[config.mk]
export PLATFORM = sky130hd
export DESIGN_NAME = pipe_hazard_scoreboard_flat
export DESIGN_NICKNAME = d
export VERILOG_FILES = /design/src/rtl/pipe_hazard_scoreboard_if.sv /design/src/rtl/pipe_hazard_scoreboard.sv /design/src/flat_wrapper.sv
export SDC_FILE = /design/constraint.sdc
export NUM_CORES = 1
export LEC_CHECK = 0
export ABC_AREA = 1
export BUFFER_PORTS_ARGS = -buffer_cell sky130_fd_sc_hd__buf_2
export CAP_MARGIN = 20
export CORE_MARGIN = 2
export CORE_UTILIZATION = 55
export CTS_BUF_LIST = sky130_fd_sc_hd__clkbuf_8
export DETAILED_ROUTE_END_ITERATION = 6
export PLACE_DENSITY = 0.86
export SETUP_SLACK_MARGIN = 0.5
export SLEW_MARGIN = 20
export SYNTH_ARGS = -nofsm -noshare
export SYNTH_HDL_FRONTEND = slang
export SYNTH_SLANG_ARGS = --single-unit
[constraint.sdc]
create_clock -name clk -period 2 [get_ports clk]
set_input_delay 0.6 -clock clk [delete_from_list [all_inputs] [get_ports clk]]
set_output_delay 0.6 -clock clk [all_outputs]
set_load 0.1 [all_outputs]
[src/rtl/pipe_hazard_scoreboard_if.sv]
// ID-stage <-> hazard scoreboard bundle: decoded ID fields in, stall/hold/forward selects out.
// Combinational interface; no flow control of its own.
interface pipe_hazard_scoreboard_if #(
    parameter int REG_ADDR_LEN = 4,
    parameter int SELW         = 2
);
    logic                    forward_EN;
    logic                    id_valid;
    logic [REG_ADDR_LEN-1:0] id_src1;
    logic [REG_ADDR_LEN-1:0] id_src2;
    logic                    id_src1_used;
    logic                    id_src2_used;
    logic [REG_ADDR_LEN-1:0] id_dest;
    logic                    id_wb_en;
    logic                    id_is_load;
    logic                    id_multi;
    logic                    flush;
    logic                    stall;
    logic                    ex_hold;
    logic [SELW-1:0]         fwd_sel1;
    logic [SELW-1:0]         fwd_sel2;
    logic [SELW-1:0]         inflight;

    modport master (
        output forward_EN, id_valid, id_src1, id_src2, id_src1_used, id_src2_used,
               id_dest, id_wb_en, id_is_load, id_multi, flush,
        input  stall, ex_hold, fwd_sel1, fwd_sel2, inflight
    );

    modport slave (
        input  forward_EN, id_valid, id_src1, id_src2, id_src1_used, id_src2_used,
               id_dest, id_wb_en, id_is_load, id_multi, flush,
        output stall, ex_hold, fwd_sel1, fwd_sel2, inflight
    );
endinterface

[src/rtl/pipe_hazard_scoreboard.sv]
// Hazard/forwarding controller tracking DEPTH post-ID destination tags; HAZARD_STATS_EN adds event counters.
// Outputs are same-cycle combinational; shadow advances each clock, stage 1 frozen while a multi-cycle op is busy.
module pipe_hazard_scoreboard #(
    parameter int REG_ADDR_LEN = 4,
    parameter int DEPTH        = 3,
    parameter int LOAD_STAGE   = 2,
    parameter int MULTI_LAT    = 4,
    parameter int SELW         = $clog2(DEPTH + 1)
) (
    input  logic                     clk,
    input  logic                     rst,
    pipe_hazard_scoreboard_if.slave  sb
`ifdef HAZARD_STATS_EN
    ,
    output logic [31:0]              stall_cnt,
    output logic [31:0]              hold_cnt,
    output logic [31:0]              fwd_cnt
`endif
);
    localparam int CW = $clog2(MULTI_LAT);

    logic [DEPTH:1]          v_q, v_d, wb_q, wb_d, ld_q, ld_d;
    logic [REG_ADDR_LEN-1:0] dest_q [1:DEPTH];
    logic [REG_ADDR_LEN-1:0] dest_d [1:DEPTH];
    logic [CW-1:0]           cnt_q, cnt_d;

    logic [DEPTH:1] hit1, hit2, fwdable;
    logic           hold, lu1, lu2, hz1, hz2, stall, issue;
    logic [SELW-1:0] sel1, sel2, inflight;

    always_comb begin
        hold = (cnt_q != '0);
        for (int k = 1; k <= DEPTH; k++) begin
            hit1[k] = v_q[k] && wb_q[k] && sb.id_src1_used && (sb.id_src1 != '0) && (dest_q[k] == sb.id_src1);
            hit2[k] = v_q[k] && wb_q[k] && sb.id_src2_used && (sb.id_src2 != '0) && (dest_q[k] == sb.id_src2);
            // a busy multi-cycle op in stage 1 has no result yet
            fwdable[k] = (!ld_q[k] || (k >= LOAD_STAGE)) && !((k == 1) && hold);
        end
    end

    always_comb begin
        sel1     = '0;
        sel2     = '0;
        lu1      = 1'b0;
        lu2      = 1'b0;
        inflight = '0;
        // scan oldest to youngest so the youngest match is what remains
        for (int k = DEPTH; k >= 1; k--) begin
            if (hit1[k] && fwdable[k]) sel1 = SELW'(k);
            if (hit2[k] && fwdable[k]) sel2 = SELW'(k);
            if (hit1[k]) lu1 = ld_q[k] && (k < LOAD_STAGE);
            if (hit2[k]) lu2 = ld_q[k] && (k < LOAD_STAGE);
            inflight = inflight + SELW'(v_q[k]);
        end
        // without forwarding, stage DEPTH is covered by register-file write-through
        hz1   = sb.forward_EN ? lu1 : |hit1[DEPTH-1:1];
        hz2   = sb.forward_EN ? lu2 : |hit2[DEPTH-1:1];
        stall = sb.id_valid && !sb.flush && (hold || hz1 || hz2);
        issue = sb.id_valid && !sb.flush && !stall;
    end

    assign sb.stall    = stall;
    assign sb.ex_hold  = hold;
    assign sb.fwd_sel1 = sb.forward_EN ? sel1 : '0;
    assign sb.fwd_sel2 = sb.forward_EN ? sel2 : '0;
    assign sb.inflight = inflight;

    always_comb begin
        v_d    = v_q;
        wb_d   = wb_q;
        ld_d   = ld_q;
        dest_d = dest_q;
        cnt_d  = cnt_q;
        if (hold) begin
            for (int k = DEPTH; k >= 3; k--) begin
                v_d[k]    = v_q[k-1];
                wb_d[k]   = wb_q[k-1];
                ld_d[k]   = ld_q[k-1];
                dest_d[k] = dest_q[k-1];
            end
            v_d[2]    = 1'b0;
            wb_d[2]   = 1'b0;
            ld_d[2]   = 1'b0;
            dest_d[2] = '0;
            cnt_d     = cnt_q - CW'(1);
        end else begin
            for (int k = DEPTH; k >= 2; k--) begin
                v_d[k]    = v_q[k-1];
                wb_d[k]   = wb_q[k-1];
                ld_d[k]   = ld_q[k-1];
                dest_d[k] = dest_q[k-1];
            end
            v_d[1]    = issue;
            wb_d[1]   = sb.id_wb_en;
            ld_d[1]   = sb.id_is_load;
            dest_d[1] = sb.id_dest;
            if (issue && sb.id_multi) cnt_d = CW'(MULTI_LAT - 1);
        end
    end

    always_ff @(posedge clk) begin
        if (rst) begin
            v_q   <= '0;
            wb_q  <= '0;
            ld_q  <= '0;
            cnt_q <= '0;
            for (int k = 1; k <= DEPTH; k++) dest_q[k] <= '0;
        end else begin
            v_q    <= v_d;
            wb_q   <= wb_d;
            ld_q   <= ld_d;
            cnt_q  <= cnt_d;
            dest_q <= dest_d;
        end
    end

`ifdef HAZARD_STATS_EN
    logic [31:0] stall_cnt_q, stall_cnt_d, hold_cnt_q, hold_cnt_d, fwd_cnt_q, fwd_cnt_d;

    always_comb begin
        stall_cnt_d = stall_cnt_q;
        hold_cnt_d  = hold_cnt_q;
        fwd_cnt_d   = fwd_cnt_q;
        if (stall && (stall_cnt_q != '1)) stall_cnt_d = stall_cnt_q + 32'd1;
        if (hold && (hold_cnt_q != '1)) hold_cnt_d = hold_cnt_q + 32'd1;
        if (((sb.fwd_sel1 != '0) || (sb.fwd_sel2 != '0)) && (fwd_cnt_q != '1))
            fwd_cnt_d = fwd_cnt_q + 32'd1;
    end

    always_ff @(posedge clk) begin
        if (rst) begin
            stall_cnt_q <= '0;
            hold_cnt_q  <= '0;
            fwd_cnt_q   <= '0;
        end else begin
            stall_cnt_q <= stall_cnt_d;
            hold_cnt_q  <= hold_cnt_d;
            fwd_cnt_q   <= fwd_cnt_d;
        end
    end

    assign stall_cnt = stall_cnt_q;
    assign hold_cnt  = hold_cnt_q;
    assign fwd_cnt   = fwd_cnt_q;
`endif
endmodule

[src/flat_wrapper.sv]
// flat-port wrapper written by rule: the top's interface ports become plain ports
module pipe_hazard_scoreboard_flat 
#(
    parameter int REG_ADDR_LEN = 4,
    parameter int DEPTH        = 3,
    parameter int LOAD_STAGE   = 2,
    parameter int MULTI_LAT    = 4,
    parameter int SELW         = $clog2(DEPTH + 1)
)
  (clk, rst, sb_forward_EN, sb_id_valid, sb_id_src1, sb_id_src2, sb_id_src1_used, sb_id_src2_used, sb_id_dest, sb_id_wb_en, sb_id_is_load, sb_id_multi, sb_flush, sb_stall, sb_ex_hold, sb_fwd_sel1, sb_fwd_sel2, sb_inflight);
  pipe_hazard_scoreboard_if #(.REG_ADDR_LEN(REG_ADDR_LEN), .SELW(SELW)) sb_i ();
  input  logic clk;
  input  logic rst;
  input wire logic [$bits(sb_i.forward_EN)-1:0] sb_forward_EN;
  input wire logic [$bits(sb_i.id_valid)-1:0] sb_id_valid;
  input wire logic [$bits(sb_i.id_src1)-1:0] sb_id_src1;
  input wire logic [$bits(sb_i.id_src2)-1:0] sb_id_src2;
  input wire logic [$bits(sb_i.id_src1_used)-1:0] sb_id_src1_used;
  input wire logic [$bits(sb_i.id_src2_used)-1:0] sb_id_src2_used;
  input wire logic [$bits(sb_i.id_dest)-1:0] sb_id_dest;
  input wire logic [$bits(sb_i.id_wb_en)-1:0] sb_id_wb_en;
  input wire logic [$bits(sb_i.id_is_load)-1:0] sb_id_is_load;
  input wire logic [$bits(sb_i.id_multi)-1:0] sb_id_multi;
  input wire logic [$bits(sb_i.flush)-1:0] sb_flush;
  output wire logic [$bits(sb_i.stall)-1:0] sb_stall;
  output wire logic [$bits(sb_i.ex_hold)-1:0] sb_ex_hold;
  output wire logic [$bits(sb_i.fwd_sel1)-1:0] sb_fwd_sel1;
  output wire logic [$bits(sb_i.fwd_sel2)-1:0] sb_fwd_sel2;
  output wire logic [$bits(sb_i.inflight)-1:0] sb_inflight;
  assign sb_i.forward_EN = sb_forward_EN;
  assign sb_i.id_valid = sb_id_valid;
  assign sb_i.id_src1 = sb_id_src1;
  assign sb_i.id_src2 = sb_id_src2;
  assign sb_i.id_src1_used = sb_id_src1_used;
  assign sb_i.id_src2_used = sb_id_src2_used;
  assign sb_i.id_dest = sb_id_dest;
  assign sb_i.id_wb_en = sb_id_wb_en;
  assign sb_i.id_is_load = sb_id_is_load;
  assign sb_i.id_multi = sb_id_multi;
  assign sb_i.flush = sb_flush;
  assign sb_stall = sb_i.stall;
  assign sb_ex_hold = sb_i.ex_hold;
  assign sb_fwd_sel1 = sb_i.fwd_sel1;
  assign sb_fwd_sel2 = sb_i.fwd_sel2;
  assign sb_inflight = sb_i.inflight;
  pipe_hazard_scoreboard #(.REG_ADDR_LEN(REG_ADDR_LEN), .DEPTH(DEPTH), .LOAD_STAGE(LOAD_STAGE), .MULTI_LAT(MULTI_LAT), .SELW(SELW)) u_core (.clk(clk), .rst(rst), .sb(sb_i));
endmodule
==> results of run 1 <==
[kinds of logic after synthesis]
family | count (synthesis) | synth area share, %
simple gates | 124 | 40.86
xor+xnor | 4 | 2.750
buf+inv | 38 | 11.59
compound gates | 22 | 9.234
flops | 21 | 33.01
fa+ha+maj | 2 | 2.554
[through the flow]
step / hold WS (ns) / setup TNS, ns / setup WS (ns)
floorplan: 0.4167 / -2.437 / -0.5947
global placement: 0.4262 / -2.524 / -0.5481
detailed placement: 0.4353 / -2.921 / -0.6439
==> results by group, run 1 <==
Clocking
  • Hold-fix buffers, CTS: 0
  • Number of clock buffers inserted by TritonCTS: 3
  • Resized cells post-CTS: 70
  • Largest buffer count on any clock path: 2
  • Total setup buffers inserted after CTS: 13
  • Max H-tree Level: 1
  • Clk sinks: 21
  • Root Driver: sky130_fd_sc_hd__clkbuf_8

Die
  • Die X-Extent: between 50 and 60 microns
  • Count of boundary I/O pins: 30
  • Site row count: 17
  • Die Y: about 52 microns
  • Initial core utilization: approximately three fifths

Synthesis
  • Number of synthesized flops with an enable pin: 0
  • Synthesized netlist cell count: between 200 and 250
  • Yosys reg bits: 21
  • Share of synthesized registers carrying an async set or reset: 0%
  • Share of the synthesized area in the top cell type: 33.01%
  • Nets in the synthesized netlist: 235
  • Sequential share of the synthesized area: ~33%
  • Cell type with the largest total area after synthesis: sky130_fd_sc_hd__dfxtp_1
  • Netlist cell types: 23
  • Post-Synthesis Cell Area: 0.001274 sq mm
  • Mean instance size in the synthesized netlist: 6.037 sq um
  • Synth cell count leaders: sky130_fd_sc_hd__nand2_1 (61), sky130_fd_sc_hd__nor2_1 (39), sky130_fd_sc_hd__inv_1 (29), sky130_fd_sc_hd__dfxtp_1 (21), sky130_fd_sc_hd__a21oi_1 (12)
  • Top-count cell post-synth: sky130_fd_sc_hd__nand2_1
  • Number of synthesis warnings: 0
  • Synth Flop Type: sky130_fd_sc_hd__dfxtp_1
  • Largest cells by area after synthesis: sky130_fd_sc_hd__dfxtp_1 (33%), sky130_fd_sc_hd__nand2_1 (18%), sky130_fd_sc_hd__nor2_1 (11%), sky130_fd_sc_hd__inv_1 (8.5%), sky130_fd_sc_hd__a21oi_1 (4.7%)

Status
  • Err: [ERROR DPL-0038] Utilization greater than 100%, impossible to legalize
  • Outcome: stopped before the end
  • Last stage reached: clock tree synthesis (4_1_cts)

Place
  • Placed Instances: about 290
  • Half-perimeter wire length after detailed placement: just over 3000 microns
  • Number of buffer cells added on primary ports: 29
  • Area after DPL: around 0.0018 sq mm
  • Routability-driven placement congestion ratio: 0.8987
==> run 2: changes to the inputs <==
- CORE_AREA: not set -> 2 2 63 65
- CORE_MARGIN: 2 -> not set
- CORE_UTILIZATION: 55 -> not set
- CTS_BUF_LIST: sky130_fd_sc_hd__clkbuf_8 -> not set
- DIE_AREA: not set -> 0 0 65 67
- PLACE_DENSITY: 0.86 -> not set
- PLACE_DENSITY_LB_ADDON: not set -> 0.15
- SETUP_SLACK_MARGIN: 0.5 -> not set
==> run 2 against run 1 <==
  * The flow now finishes, with violations (setup timing)
  * Synthesized cell count stayed put
  * Synthesized area stayed put
==> results by group, run 2 <==
Critical path
  • Required arrival time at the worst endpoint: around 1.4 ns
  • Arrival time at the worst endpoint: 1.83 ns
  • Depth of the worst register-to-register path: 14
  • Critical path launch point type: primary input
  • Type of the worst setup path: primary input to output port
  • Reg2Reg Launch Point: u_core.dest_q[7]
  • Endpoint of the worst-slack reg-to-reg timing path: u_core.cnt_q[1]
  • Reg-to-reg setup timing slack: 0.41 ns
  • Crit. End Element: output port
  • Count of buffer and inverter cells on the critical path: 3
  • Gate family responsible for the most delay along the worst path: buffers and inverters
  • Worst path max stage delay: between 0.2 and 0.25 ns
  • Maximum fanout count along the critical path: 5
  • Highest-delay cell along the critical path: sky130_fd_sc_hd__a211oi_4
  • CP Cell Sequence: buf_8 -> xor2_2 -> nor3_2 -> nand4_1 -> buf_4 -> a211oi_4 -> buf_12

Die
  • Initial core utilization: 35.32% (was 58.14%)
  • Standard cell core area: between 0.003 and 0.004 sq mm
  • Die area: ~0.0044 sq mm
  • Site row count: 22 (was 17)
  • Die Y: 67 microns (was 52.13 microns)
  • Count of boundary I/O pins: 30 (unchanged)
  • Die X-Extent: 65 microns (was 52.13 microns)

Final layout
  • Flip-flop count of the largest register after layout: 12
  • Commonest non-fill, non-tap cell in the layout: sky130_fd_sc_hd__nand2_1
  • Fraction of final layout cells sized beyond drive strength 1: a little over two fifths
  • Number of diodes: 0
  • Top register by number of flip-flops: u_core.dest_q
  • Utilization of the core after routing: approximately three fifths
  • Final Non-Filler Cells: 320
  • Regs by FF count: u_core.dest_q x12, u_core.v_q x3, u_core.wb_q x3
  • Highest-count cells in the layout ignoring fill and taps: sky130_fd_sc_hd__nand2_1 (47), sky130_fd_sc_hd__nor2_1 (33), sky130_fd_sc_hd__inv_1 (28)
  • Fill cells: 344
  • Number of nets in the final layout: 297
  • Layout overhead on the synthesized area: 70.33%

Timing
  • Setup violators final: 6
  • Post-route worst setup slack: -0.4324 ns
  • Worst-case headroom to the max-slew limit: between 60% and 70%
  • Share of the clock period used by the worst path: 121.6%
  • Period minus WS final: 2.432 ns
  • Final hold vios: 0
  • Maximum clock frequency: a little over 0.4 GHz
  • Slew @ Worst Pin: ~0.48 ns
  • Clock Skew: 0.001399 ns
  • Setup repair after global routing missed its margin: true
  • Pins over their slew limit: 0

Run
  • Number of violations of the max-capacitance limit: 0

Place
  • Dpl ws: -0.6211 ns (was -0.6439 ns)
  • Half-perimeter wire length after detailed placement: 2771 microns (was 3051 microns)
  • Routability-driven placement congestion ratio: 0.8505 (was 0.8987)
  • Placed Instances: 309 (was 285)
  • Number of buffer cells added on primary ports: 29 (unchanged)

GRT
  • Global routing's busiest layer: met2
  • Global routing usage on met2: between 30% and 40%
  • Met1 usage: 22.82%
  • All-Layer GR Usage: between 10% and 20%
  • Wire length of the first global-routing pass: ~6000 microns
  • Number of antenna violations at the first check in global routing: 0
  • Vias in the first global route: 1376
  • Pin count of the biggest net entering global routing: 15
  • Met3 global-route usage: 3.885%
  • Global-route congestion overflow total: 0

Clocking
  • Clock input transition at the sequential cells of the worst setup and hold paths: ~0.080 ns
  • Number of clock buffers inserted by TritonCTS: 3 (unchanged)
  • Max H-tree Level: 1 (unchanged)
  • Root Driver: sky130_fd_sc_hd__clkbuf_8 (unchanged)
  • Clock tree from TritonCTS: yes
  • Worst-Skew Late Latency: approximately 0.26 ns
  • Largest buffer count on any clock path: 2 (unchanged)
  • Hold-fix buffers, CTS: 0 (unchanged)
  • Clk sinks: 21 (unchanged)

Min path
  • Type of the most critical hold path: register to register
  • Worst hold path endpoint: u_core.wb_q[3]
  • Min-delay src: u_core.wb_q[2]
  • Worst hold path stage count: 2

Detailed routing
  • Post-route ant nets: 0
  • Violation count after the first detailed-routing iteration: 63
  • Remaining DRCs: 0
  • Via/cell ratio: roughly 4.6
  • Total Wirelength: between 3000 and 4000 microns
  • Number of iterations in the first detailed-routing pass: 4
  • Via count: around 1500
  • Average wire per cell in the routed design: 11.62 microns

Synthesis
  • Number of synthesized flops with an enable pin: 0 (unchanged)
  • Share of synthesized registers carrying an async set or reset: 0% (unchanged)
  • Mean instance size in the synthesized netlist: 6.037 sq um (unchanged)
  • Yosys reg bits: 21 (unchanged)
  • Number of synthesis warnings: 0 (unchanged)
  • Share of the synthesized area in the top cell type: 33.01% (unchanged)
  • Post-Synthesis Cell Area: 0.001274 sq mm (unchanged)
  • Synthesized netlist cell count: 211 (unchanged)
  • Cell type with the largest total area after synthesis: sky130_fd_sc_hd__dfxtp_1 (unchanged)
  • Sequential share of the synthesized area: 33.01% (unchanged)
  • Largest cells by area after synthesis: sky130_fd_sc_hd__dfxtp_1 (33%), sky130_fd_sc_hd__nand2_1 (18%), sky130_fd_sc_hd__nor2_1 (11%), sky130_fd_sc_hd__inv_1 (8.5%), sky130_fd_sc_hd__a21oi_1 (4.7%) (unchanged)
  • Synth Flop Type: sky130_fd_sc_hd__dfxtp_1 (unchanged)
  • Nets in the synthesized netlist: 235 (unchanged)
  • Netlist cell types: 23 (unchanged)
  • Synth cell count leaders: sky130_fd_sc_hd__nand2_1 (61), sky130_fd_sc_hd__nor2_1 (39), sky130_fd_sc_hd__inv_1 (29), sky130_fd_sc_hd__dfxtp_1 (21), sky130_fd_sc_hd__a21oi_1 (12) (unchanged)
  • Top-count cell post-synth: sky130_fd_sc_hd__nand2_1 (unchanged)

Status
  • Failing checks: setup timing
  • Outcome: finished, violations left (was stopped before the end)

Pwr
  • Leak: between 0.0009 and 0.001 uW
  • Power density of the placed cells: slightly above 900 mW/mm^2
  • Largest vdd supply drop: roughly 980 uV
[run 2: cell counts after synthesis]
Identical to the previous run, type by type.
[run 2: layout make-up]
| class | instances | area (sq um) | share of cell area (%) |
|---|---|---|---|
| Clock buffer | 3 | 41.29 | 1.903 |
| Clock inverter | 1 | 5.005 | 0.2307 |
| Multi-Input combinational cell | 152 | 894.6 | 41.23 |
| Sequential cell | 21 | 426.7 | 19.67 |
| Timing Repair Buffer | 60 | 578.1 | 26.64 |
| Inverter | 35 | 163.9 | 7.555 |
| Tap cell | 48 | 60.06 | 2.768 |
[run 2: per-layer routing]
layer  wire, microns  vias to the layer above
met4              31                        0
met1            1667                      680
met5               0                        -
met3             187                        4
li1                -                      771
met2            1831                       31
[run 2: how the worst max path moves through the flow]
stage / from / to / slack (ns) / cells after the start
finish: sb_id_src1[1] / sb_fwd_sel1[1] / -0.43 / 7
global placement: sb_id_src2[0] / sb_fwd_sel2[0] / -0.60 / 8
floorplan: sb_id_src2[0] / sb_fwd_sel2[1] / -0.59 / 5
detailed placement: sb_id_src2[0] / sb_fwd_sel2[0] / -0.62 / 8
global route: sb_id_src2[0] / sb_stall / -0.53 / 13
CTS: sb_id_src2[3] / sb_fwd_sel2[0] / -0.47 / 9
[run 2: stage by stage]
stage | TNS, ns | instance area [sq um] | power (uW) | hold slack [ns]
floorplan | -2.481 | 1349 | 1260 | 0.4167
global placement | -2.760 | 1822 | 1612 | 0.4321
detailed placement | -2.809 | 1822 | 1616 | 0.4359
CTS | -2.283 | 2049 | 1968 | 0.4493
global route | -2.634 | 2170 | 2158 | 0.4927
finish | -2.115 | 2170 | 2013 | 0.4471
[run 2: kinds of logic (layout without fill, tap and decap cells)]
group	after synthesis	count (layout)	share of synthesized area [%]
and+or+nand+nor	124	124	40.86
buffers and inverters	38	99	11.59
AOI/OAI and AO/OA	22	22	9.234
DFF	21	21	33.01
xor gates and xnor gates	4	4	2.750
adders and majority gates	2	2	2.554
[run 2: report_power, final]
group / total [uW] / internal [uW] / leakage [uW] / switching (uW)
Clock: 285 / 139 / 0.0000255 / 146
Sequential: 601 / 525 / 0.000174 / 76.1
Combinational: 1130 / 445 / 0.000795 / 682
[run 2: repair_timing]
| action | 4_1_cts | 5_1_grt |
|---|---|---|
| pin swaps | 24 | 25 |
| gates cloned | 0 | 0 |
| endpoints found under the setup margin | 7 | 8 |
| setup buffers | 3 | 4 |
| resized for setup | 42 | 27 |
[run 2: tightest hold or removal path, cell delays in order, from the launching register on]
cell	delay, ns
sky130_fd_sc_hd__dfxtp_1	0.33
sky130_fd_sc_hd__inv_1	0.06
sky130_fd_sc_hd__nor2_1	0.03
Note: power is estimated with default switching activity, not from simulation.
==> run 3: changes to the inputs <==
- CELL_PAD_IN_SITES_DETAIL_PLACEMENT: not set -> 1
- CELL_PAD_IN_SITES_GLOBAL_PLACEMENT: not set -> 1
- CORE_AREA: 2 2 63 65 -> not set
- CORE_MARGIN: not set -> 2
- CORE_UTILIZATION: not set -> 35
- DIE_AREA: 0 0 65 67 -> not set
==> run 3 against run 2 <==
  * Combinational power increased by 12%
  * Global-route usage is 6.4 points higher
  * Clock skew is 0.0024 ns higher
  * Sequential cell count unchanged
  * First-iteration DRC count shrank 16%
  * Non-clock buffer count is 3 higher
  * The flow still finishes with violations (setup timing)
  * Clock power decreased by 20%
==> results by group, run 3 (synthesized netlist as in run 2, its figures left out) <==
Status
  • Outcome: finished, violations left (unchanged)
  • Failing checks: setup timing (unchanged)

Timing
  • Hold Worst Slack: 0.4878 ns (was 0.4471 ns)
  • Setup repair after global routing missed its margin: true (unchanged)
  • Share of the clock period used by the worst path: 127.2% (was 121.6%)
  • Clock Skew: 0.003812 ns (was 0.001399 ns)
  • Maximum clock frequency: 0.3931 GHz (was 0.4111 GHz)
  • Setup violators final: 6 (unchanged)
  • Post-route worst setup slack: -0.5439 ns (was -0.4324 ns)
  • Period minus WS final: 2.544 ns (was 2.432 ns)
  • Final hold vios: 0 (unchanged)
  • Worst-case headroom to the max-slew limit: 81.93% (was 68.00%)
  • Pins over their slew limit: 0 (unchanged)
  • Slew @ Worst Pin: 0.2704 ns (was 0.4833 ns)

Detailed routing
  • Average wire per cell in the routed design: 17.94 microns (was 11.62 microns)
  • Violation count after the first detailed-routing iteration: 53 (was 63)
  • Remaining DRCs: 0 (unchanged)
  • Via count: 1621 (was 1486)
  • Post-route ant nets: 0 (unchanged)
  • Number of iterations in the first detailed-routing pass: 4 (unchanged)
  • Via/cell ratio: 5.050 (was 4.644)
  • Total Wirelength: 5759 microns (was 3717 microns)

Place
  • Half-perimeter wire length after detailed placement: 3291 microns (was 2771 microns)
  • Area after DPL: 0.001827 sq mm (was 0.001822 sq mm)
  • Dpl ws: -0.5747 ns (was -0.6211 ns)
  • Number of buffer cells added on primary ports: 29 (unchanged)
  • Routability-driven placement congestion ratio: 0.8253 (was 0.8505)

Die
  • Die Y: 64.33 microns (was 67 microns)
  • Standard cell core area: 0.003416 sq mm (was 0.003606 sq mm)
  • Site row count: 21 (was 22)
  • Count of boundary I/O pins: 30 (unchanged)
  • Die X-Extent: 64.33 microns (was 65 microns)
  • Initial core utilization: 37.29% (was 35.32%)
  • Die area: 0.004138 sq mm (was 0.004355 sq mm)

Final layout
  • Regs by FF count: u_core.dest_q x12, u_core.v_q x3, u_core.wb_q x3 (unchanged)
  • Number of diodes: 0 (unchanged)
  • Combined area of the multi-input logic cells: 873.3 sq um (was 894.6 sq um)
  • Commonest non-fill, non-tap cell in the layout: sky130_fd_sc_hd__nand2_1 (unchanged)
  • Number of nets in the final layout: 300 (was 297)
  • Highest-count cells in the layout ignoring fill and taps: sky130_fd_sc_hd__nand2_1 (56), sky130_fd_sc_hd__buf_4 (28), sky130_fd_sc_hd__nor2_1 (27) (was sky130_fd_sc_hd__nand2_1 (47), sky130_fd_sc_hd__nor2_1 (33), sky130_fd_sc_hd__inv_1 (28))
  • Flip-flop count of the largest register after layout: 12 (unchanged)
  • Area of all placed cells without fillers: 0.002190 sq mm (was 0.002170 sq mm)
  • FF+latch area: 444.2 sq um (was 426.7 sq um)
  • Layout overhead on the synthesized area: 71.91% (was 70.33%)
  • Fill cells: 446 (was 344)
  • Top register by number of flip-flops: u_core.dest_q (unchanged)
  • Fraction of final layout cells sized beyond drive strength 1: 47.64% (was 42.28%)

Critical path
  • CP Cell Sequence: buf_6 -> buf_4 -> nand2_1 -> a21oi_1 -> nand2_2 -> nor2_2 -> nor2_2 -> nand2_1 -> nand2_2 -> nor3_4 -> buf_12 (was buf_8 -> xor2_2 -> nor3_2 -> nand4_1 -> buf_4 -> a211oi_4 -> buf_12)
  • Type of the worst setup path: primary input to output port (unchanged)
  • Endpoint of the worst-slack reg-to-reg timing path: u_core.cnt_q[1] (unchanged)
  • Maximum fanout count along the critical path: 4 (was 5)
  • Highest-delay cell along the critical path: sky130_fd_sc_hd__a21oi_1 (was sky130_fd_sc_hd__a211oi_4)
  • Critical path launch point type: primary input (unchanged)
  • Crit. End Element: output port (unchanged)
  • Crit path to: sb_stall (was sb_fwd_sel1[1])
  • Launch point of the worst path: sb_id_src2[3] (was sb_id_src1[1])
  • Worst path max stage delay: 0.20 ns (was 0.24 ns)
  • Reg-to-reg setup timing slack: 0.20 ns (was 0.41 ns)
  • Required arrival time at the worst endpoint: 1.40 ns (about the same)
  • Reg2Reg Launch Point: u_core.dest_q[8] (was u_core.dest_q[7])
  • Depth of the worst register-to-register path: 15 (was 14)
  • Arrival time at the worst endpoint: 1.94 ns (was 1.83 ns)

GRT
  • Global routing usage on met2: 46.35% (was 31.57%)
  • Global-route congestion overflow total: 0 (unchanged)
  • Met1 usage: 28.13% (was 22.82%)
  • Vias in the first global route: 1604 (was 1376)
  • Met3 global-route usage: 4.049% (was 3.885%)
  • Number of antenna violations at the first check in global routing: 0 (unchanged)
  • All-Layer GR Usage: 24.41% (was 18.00%)
  • Wire length of the first global-routing pass: 7603 microns (was 5989 microns)
  • Pin count of the biggest net entering global routing: 15 (unchanged)
  • Global routing's busiest layer: met2 (unchanged)

Clocking
  • Number of clock buffers inserted by TritonCTS: 3 (unchanged)
  • Largest buffer count on any clock path: 2 (unchanged)
  • Worst-Skew Late Latency: 0.32 ns (was 0.26 ns)
  • Clock tree from TritonCTS: yes (unchanged)
  • Root Driver: sky130_fd_sc_hd__clkbuf_4 (was sky130_fd_sc_hd__clkbuf_8)
  • Clk sinks: 21 (unchanged)
  • Hold-fix buffers, CTS: 0 (unchanged)
  • Max H-tree Level: 1 (unchanged)
  • Clock input transition at the sequential cells of the worst setup and hold paths: 0.13 ns (was 0.08 ns)

Min path
  • Type of the most critical hold path: register to register (unchanged)
  • Min-delay src: u_core.wb_q[2] (unchanged)

Pwr
  • Leak: 0.001004 uW (was 0.0009939 uW)
  • Power density of the placed cells: 975.5 mW/mm^2 (was 928.0 mW/mm^2)
  • Largest vdd supply drop: 1149 uV (was 976.1 uV)

Run
  • Number of violations of the max-capacitance limit: 0 (unchanged)
## run 3: cell types whose count changed in the layout (fill, tap and decap cells not counted), sizes merged
cell / delta
clkinv: -1
clkbuf: -1
buf: +4
clkinvlp: +1
## run 3: per-stage QoR
stage,total power (uW),instances,setup TNS (ns),utilization (%)
after floorplan,1260,211,-2.481,-
after global placement,1635,308,-2.403,53.48
after detailed placement,1659,308,-2.639,53.48
after CTS,1946,318,-2.289,59.08
after global routing,2267,321,-3.010,64.10
final,2136,321,-2.671,64.10
## run 3: worst min-delay path by stage
stage | endpoint | slack [ns] | depth (start not counted)
after floorplan | u_core.wb_q[3] | 0.42 | 2
after global placement | u_core.wb_q[3] | 0.42 | 2
after detailed placement | u_core.wb_q[3] | 0.46 | 2
after CTS | u_core.ld_q[1] | 0.49 | 2
after global routing | u_core.wb_q[3] | 0.53 | 2
final | u_core.wb_q[3] | 0.49 | 2
## run 3: layout make-up
| class | count | area share (%) |
|---|---|---|
| Clock buffer | 3 | 1.029 |
| Multi-Input combinational cell | 152 | 39.89 |
| Sequential cell | 21 | 20.29 |
| Timing Repair Buffer | 63 | 27.89 |
| Clock inverter | 1 | 0.3429 |
| Inverter | 35 | 7.943 |
| Tap cell | 46 | 2.629 |
## run 3: layer usage
metal	up-vias	part of all wire (%)
met4	0	3.4
met3	18	3.1
li1	780	-
met2	44	53
met1	779	40
met5	-	0
## run 3: repair_timing
action | in CTS | in global routing
setup endpoints to repair | 8 | 8
pin swaps | 16 | 27
gates cloned | 0 | 0
resized for setup | 39 | 54
buffers inserted | 6 | 5
## run 3: power breakdown
| group | switching (uW) | internal (uW) |
|---|---|---|
| Clock | 152 | 76.6 |
| Sequential | 103 | 537 |
| Combinational | 771 | 497 |
## run 3: critical path: cells and delay by family
family                 cells  cell delay [ns]
AND/OR/NAND/NOR            7             0.73
buffers and inverters      3             0.42
AO/OA/AOI/OAI              1             0.20
==> run 4: changes to the inputs <==
- ABC_AREA: 1 -> 0
- CORE_AREA: not set -> 2 2 63 65
- CORE_MARGIN: 2 -> not set
- CORE_UTILIZATION: 35 -> not set
- DIE_AREA: not set -> 0 0 65 67
==> run 4 against run 3 <==
  * Clock skew fell by 0.0013 ns
  * Critical endpoint unchanged
  * Total power down 9.9%
  * First-iteration DRC count fell by 45%
  * The run still ends with setup timing left
  * Utilization is 6.6 points lower
  * Worst setup slack lost 0.064 ns
  * Synthesized cell count down 40%
==> results by group, run 4 <==
Detailed routing
  • Via count: 1126 (was 1621)
  • Via/cell ratio: 4.711 (was 5.050)
  • Average wire per cell in the routed design: 15.83 microns (was 17.94 microns)
  • Number of iterations in the first detailed-routing pass: 5 (was 4)
  • Post-route ant nets: 0 (unchanged)
  • Total Wirelength: 3784 microns (was 5759 microns)
  • Remaining DRCs: 0 (unchanged)
  • Violation count after the first detailed-routing iteration: 29 (was 53)

Clocking
  • Root Driver: sky130_fd_sc_hd__clkbuf_8 (was sky130_fd_sc_hd__clkbuf_4)
  • Max H-tree Level: 1 (unchanged)
  • Hold-fix buffers, CTS: 0 (unchanged)
  • Clock input transition at the sequential cells of the worst setup and hold paths: 0.08 ns (was 0.13 ns)
  • Largest buffer count on any clock path: 2 (unchanged)
  • Clock tree from TritonCTS: yes (unchanged)
  • Worst-Skew Late Latency: 0.26 ns (was 0.32 ns)
  • Number of clock buffers inserted by TritonCTS: 3 (unchanged)
  • Clk sinks: 21 (unchanged)

Final layout
  • Flip-flop count of the largest register after layout: 12 (unchanged)
  • Layout overhead on the synthesized area: 81.38% (was 71.91%)
  • Utilization of the core after routing: 57.46% (was 64.10%)
  • Fraction of final layout cells sized beyond drive strength 1: 53.93% (was 47.64%)
  • Regs by FF count: u_core.dest_q x12, u_core.v_q x3, u_core.wb_q x3 (unchanged)
  • Number of diodes: 0 (unchanged)
  • Highest-count cells in the layout ignoring fill and taps: sky130_fd_sc_hd__buf_4 (25), sky130_fd_sc_hd__dfxtp_1 (18), sky130_fd_sc_hd__buf_6 (15) (was sky130_fd_sc_hd__nand2_1 (56), sky130_fd_sc_hd__buf_4 (28), sky130_fd_sc_hd__nor2_1 (27))
  • Top register by number of flip-flops: u_core.dest_q (unchanged)
  • Commonest non-fill, non-tap cell in the layout: sky130_fd_sc_hd__buf_4 (was sky130_fd_sc_hd__nand2_1)
  • Number of nets in the final layout: 216 (was 300)
  • Final Non-Filler Cells: 239 (was 321)

GRT
  • Global-route congestion overflow total: 0 (unchanged)
  • Number of antenna violations at the first check in global routing: 0 (unchanged)
  • All-Layer GR Usage: 19.42% (was 24.41%)
  • Pin count of the biggest net entering global routing: 18 (was 15)
  • Vias in the first global route: 1306 (was 1604)
  • Wire length of the first global-routing pass: 6306 microns (was 7603 microns)

Place
  • Number of buffer cells added on primary ports: 29 (unchanged)
  • Placed Instances: 229 (was 308)
  • Routability-driven placement congestion ratio: 0.8436 (was 0.8253)
  • Half-perimeter wire length after detailed placement: 2754 microns (was 3291 microns)

Timing
  • Worst-case headroom to the max-slew limit: 73.27% (was 81.93%)
  • Post-route worst setup slack: -0.6080 ns (was -0.5439 ns)
  • Hold Worst Slack: 0.4865 ns (was 0.4878 ns)
  • Total negative slack for setup checks: -2.846 ns (was -2.671 ns)
  • Setup violators final: 7 (was 6)
  • Share of the clock period used by the worst path: 130.4% (was 127.2%)
  • Final hold vios: 0 (unchanged)
  • Period minus WS final: 2.608 ns (was 2.544 ns)
  • Maximum clock frequency: 0.3834 GHz (was 0.3931 GHz)
  • Slew @ Worst Pin: 0.3995 ns (was 0.2704 ns)
  • Clock Skew: 0.002545 ns (was 0.003812 ns)
  • Setup repair after global routing missed its margin: true (unchanged)
  • Pins over their slew limit: 0 (unchanged)

Synthesis
  • Number of synthesized flops with an enable pin: 0 (unchanged)
  • Post-synthesis xor/xnor area fraction: 18.40% (was 2.750%)
  • Top-count cell post-synth: sky130_fd_sc_hd__dfxtp_1 (was sky130_fd_sc_hd__nand2_1)
  • Mean instance size in the synthesized netlist: 9.066 sq um (was 6.037 sq um)
  • Synthesized netlist cell count: 126 (was 211)
  • Synth Area in Compound Gates: 9.310% (was 9.234%)
  • Netlist cell types: 29 (was 23)
  • Synth Flop Type: sky130_fd_sc_hd__dfxtp_1 (unchanged)
  • Cell type with the largest total area after synthesis: sky130_fd_sc_hd__dfxtp_1 (unchanged)
  • Simple-gate share of the synthesized area: 24.75% (was 40.86%)
  • Sequential share of the synthesized area: 36.80% (was 33.01%)
  • Adder-Cell Fraction of Synth Area: 2.848% (was 2.554%)
  • Post-synthesis mux area share: 6.243% (was 0%)
  • Share of the synthesized area in the top cell type: 36.80% (was 33.01%)
  • Largest cells by area after synthesis: sky130_fd_sc_hd__dfxtp_1 (37%), sky130_fd_sc_hd__xor2_1 (10%), sky130_fd_sc_hd__xnor2_1 (8.4%), sky130_fd_sc_hd__mux2i_1 (5.3%), sky130_fd_sc_hd__nor2_1 (4.6%) (was sky130_fd_sc_hd__dfxtp_1 (33%), sky130_fd_sc_hd__nand2_1 (18%), sky130_fd_sc_hd__nor2_1 (11%), sky130_fd_sc_hd__inv_1 (8.5%), sky130_fd_sc_hd__a21oi_1 (4.7%))
  • Nets in the synthesized netlist: 150 (was 235)
  • Yosys reg bits: 21 (unchanged)
  • Synth cell count leaders: sky130_fd_sc_hd__dfxtp_1 (21), sky130_fd_sc_hd__nor2_1 (14), sky130_fd_sc_hd__xor2_1 (13), sky130_fd_sc_hd__xnor2_1 (11), sky130_fd_sc_hd__nand2_1 (7) (was sky130_fd_sc_hd__nand2_1 (61), sky130_fd_sc_hd__nor2_1 (39), sky130_fd_sc_hd__inv_1 (29), sky130_fd_sc_hd__dfxtp_1 (21), sky130_fd_sc_hd__a21oi_1 (12))
  • Number of synthesis warnings: 0 (unchanged)
  • Post-Synthesis Cell Area: 0.001142 sq mm (was 0.001274 sq mm)
  • Share of synthesized registers carrying an async set or reset: 0% (unchanged)
  • Main combinational cell family by area after synthesis: simple AND/OR/NAND/NOR gates (unchanged)

Critical path
  • Count of buffer and inverter cells on the critical path: 2 (was 3)
  • Depth of the worst register-to-register path: 7 (was 15)
  • Reg-to-reg setup timing slack: 0.15 ns (was 0.20 ns)
  • Crit. End Element: output port (unchanged)
  • Arrival time at the worst endpoint: 2.01 ns (was 1.94 ns)
  • Highest-delay cell along the critical path: sky130_fd_sc_hd__o41a_1 (was sky130_fd_sc_hd__a21oi_1)
  • Required arrival time at the worst endpoint: 1.40 ns (about the same)
  • Worst path max stage delay: 0.45 ns (was 0.20 ns)
  • Maximum fanout count along the critical path: 2 (was 4)
  • Reg2Reg Launch Point: u_core.dest_q[4] (was u_core.dest_q[8])
  • Endpoint of the worst-slack reg-to-reg timing path: u_core.cnt_q[1] (unchanged)
  • Gate family responsible for the most delay along the worst path: compound AO/OA/AOI/OAI gates (was simple AND/OR/NAND/NOR gates)
  • Critical path launch point type: primary input (unchanged)
  • Type of the worst setup path: primary input to output port (unchanged)
  • CP Cell Sequence: buf_6 -> o41a_1 -> nand4_1 -> nor4_2 -> or2_4 -> o21ai_4 -> a21oi_4 -> buf_12 (was buf_6 -> buf_4 -> nand2_1 -> a21oi_1 -> nand2_2 -> nor2_2 -> nor2_2 -> nand2_1 -> nand2_2 -> nor3_4 -> buf_12)

Min path
  • Min-delay src: u_core.wb_q[2] (unchanged)
  • Worst hold path endpoint: u_core.wb_q[3] (unchanged)
  • Type of the most critical hold path: register to register (unchanged)
  • Worst hold path stage count: 1 (was 2)

Status
  • Outcome: finished, violations left (unchanged)
  • Failing checks: setup timing (unchanged)

Die
  • Die area: 0.004355 sq mm (was 0.004138 sq mm)
  • Die X-Extent: 65 microns (was 64.33 microns)
  • Die Y: 67 microns (was 64.33 microns)
  • Initial core utilization: 31.68% (was 37.29%)
  • Count of boundary I/O pins: 30 (unchanged)
  • Site row count: 22 (was 21)
  • Standard cell core area: 0.003606 sq mm (was 0.003416 sq mm)

Run
  • Number of violations of the max-capacitance limit: 0 (unchanged)

Pwr
  • Largest vdd supply drop: 482.2 uV (was 1149 uV)
  • Power density of the placed cells: 929.0 mW/mm^2 (was 975.5 mW/mm^2)
  • Leak: 0.0009319 uW (was 0.001004 uW)
run 4: cell type report:
class | instances | area (sq um)
Fill cell | 393 | 1534
Multi-Input combinational cell | 100 | 930.9
Timing Repair Buffer | 63 | 596.8
Sequential cell | 21 | 424.2
Tap cell | 48 | 60.06
Clock buffer | 4 | 45.04
Inverter | 3 | 15.01
run 4: cells by family after synthesis:
logic type      count (synthesis)
mux                             7
flops                          21
buf+inv                         5
compound gates                 12
fa+ha+maj                       2
simple gates                   55
xor+xnor                       24
run 4: report_power, final:
part           leakage, uW  internal (uW)  switching (uW)
clock            0.0000228            142             142
combinational     0.000736            479             565
sequential        0.000173            503            94.2
run 4: through the flow:
| stage | area [sq um] | worst slack [ns] | total power [uW] |
|---|---|---|---|
| 3_5_place_dp | 1733 | -0.6143 | 1534 |
| 2_1_floorplan | 1220 | -0.5502 | 1168 |
| 6_report | 2072 | -0.6080 | 1925 |
| 3_3_place_gp | 1733 | -0.5871 | 1498 |
| 4_1_cts | 1986 | -0.5548 | 1917 |
| 5_1_grt | 2072 | -0.6772 | 2041 |
run 4: layer usage:
| layer | vias to the layer above | GRT usage, % | routed length (microns) |
|---|---|---|---|
| li1 | 548 | - | - |
| met5 | - | 0 | 0 |
| met1 | 550 | 22.06 | 1656 |
| met2 | 22 | 36.21 | 1970 |
| met4 | 0 | 9.043 | 56 |
| met3 | 6 | 2.027 | 100 |
run 4: how the worst max path moves through the flow:
stage	start	to	slack [ns]	cells past startpoint
2_1_floorplan	sb_id_src1[0]	sb_stall	-0.55	6
3_3_place_gp	sb_id_src2[0]	sb_stall	-0.59	8
3_5_place_dp	sb_id_src1[0]	sb_stall	-0.61	8
4_1_cts	sb_id_src1[0]	sb_stall	-0.55	8
5_1_grt	sb_id_src1[0]	sb_stall	-0.68	8
6_report	sb_id_src2[1]	sb_stall	-0.61	8
run 4: what timing repair did:
| item | in CTS | in global routing |
|---|---|---|
| setup buffers | 5 | 3 |
| endpoints found under the setup margin | 8 | 8 |
| pin swaps | 14 | 11 |
| gates resized for setup | 36 | 16 |
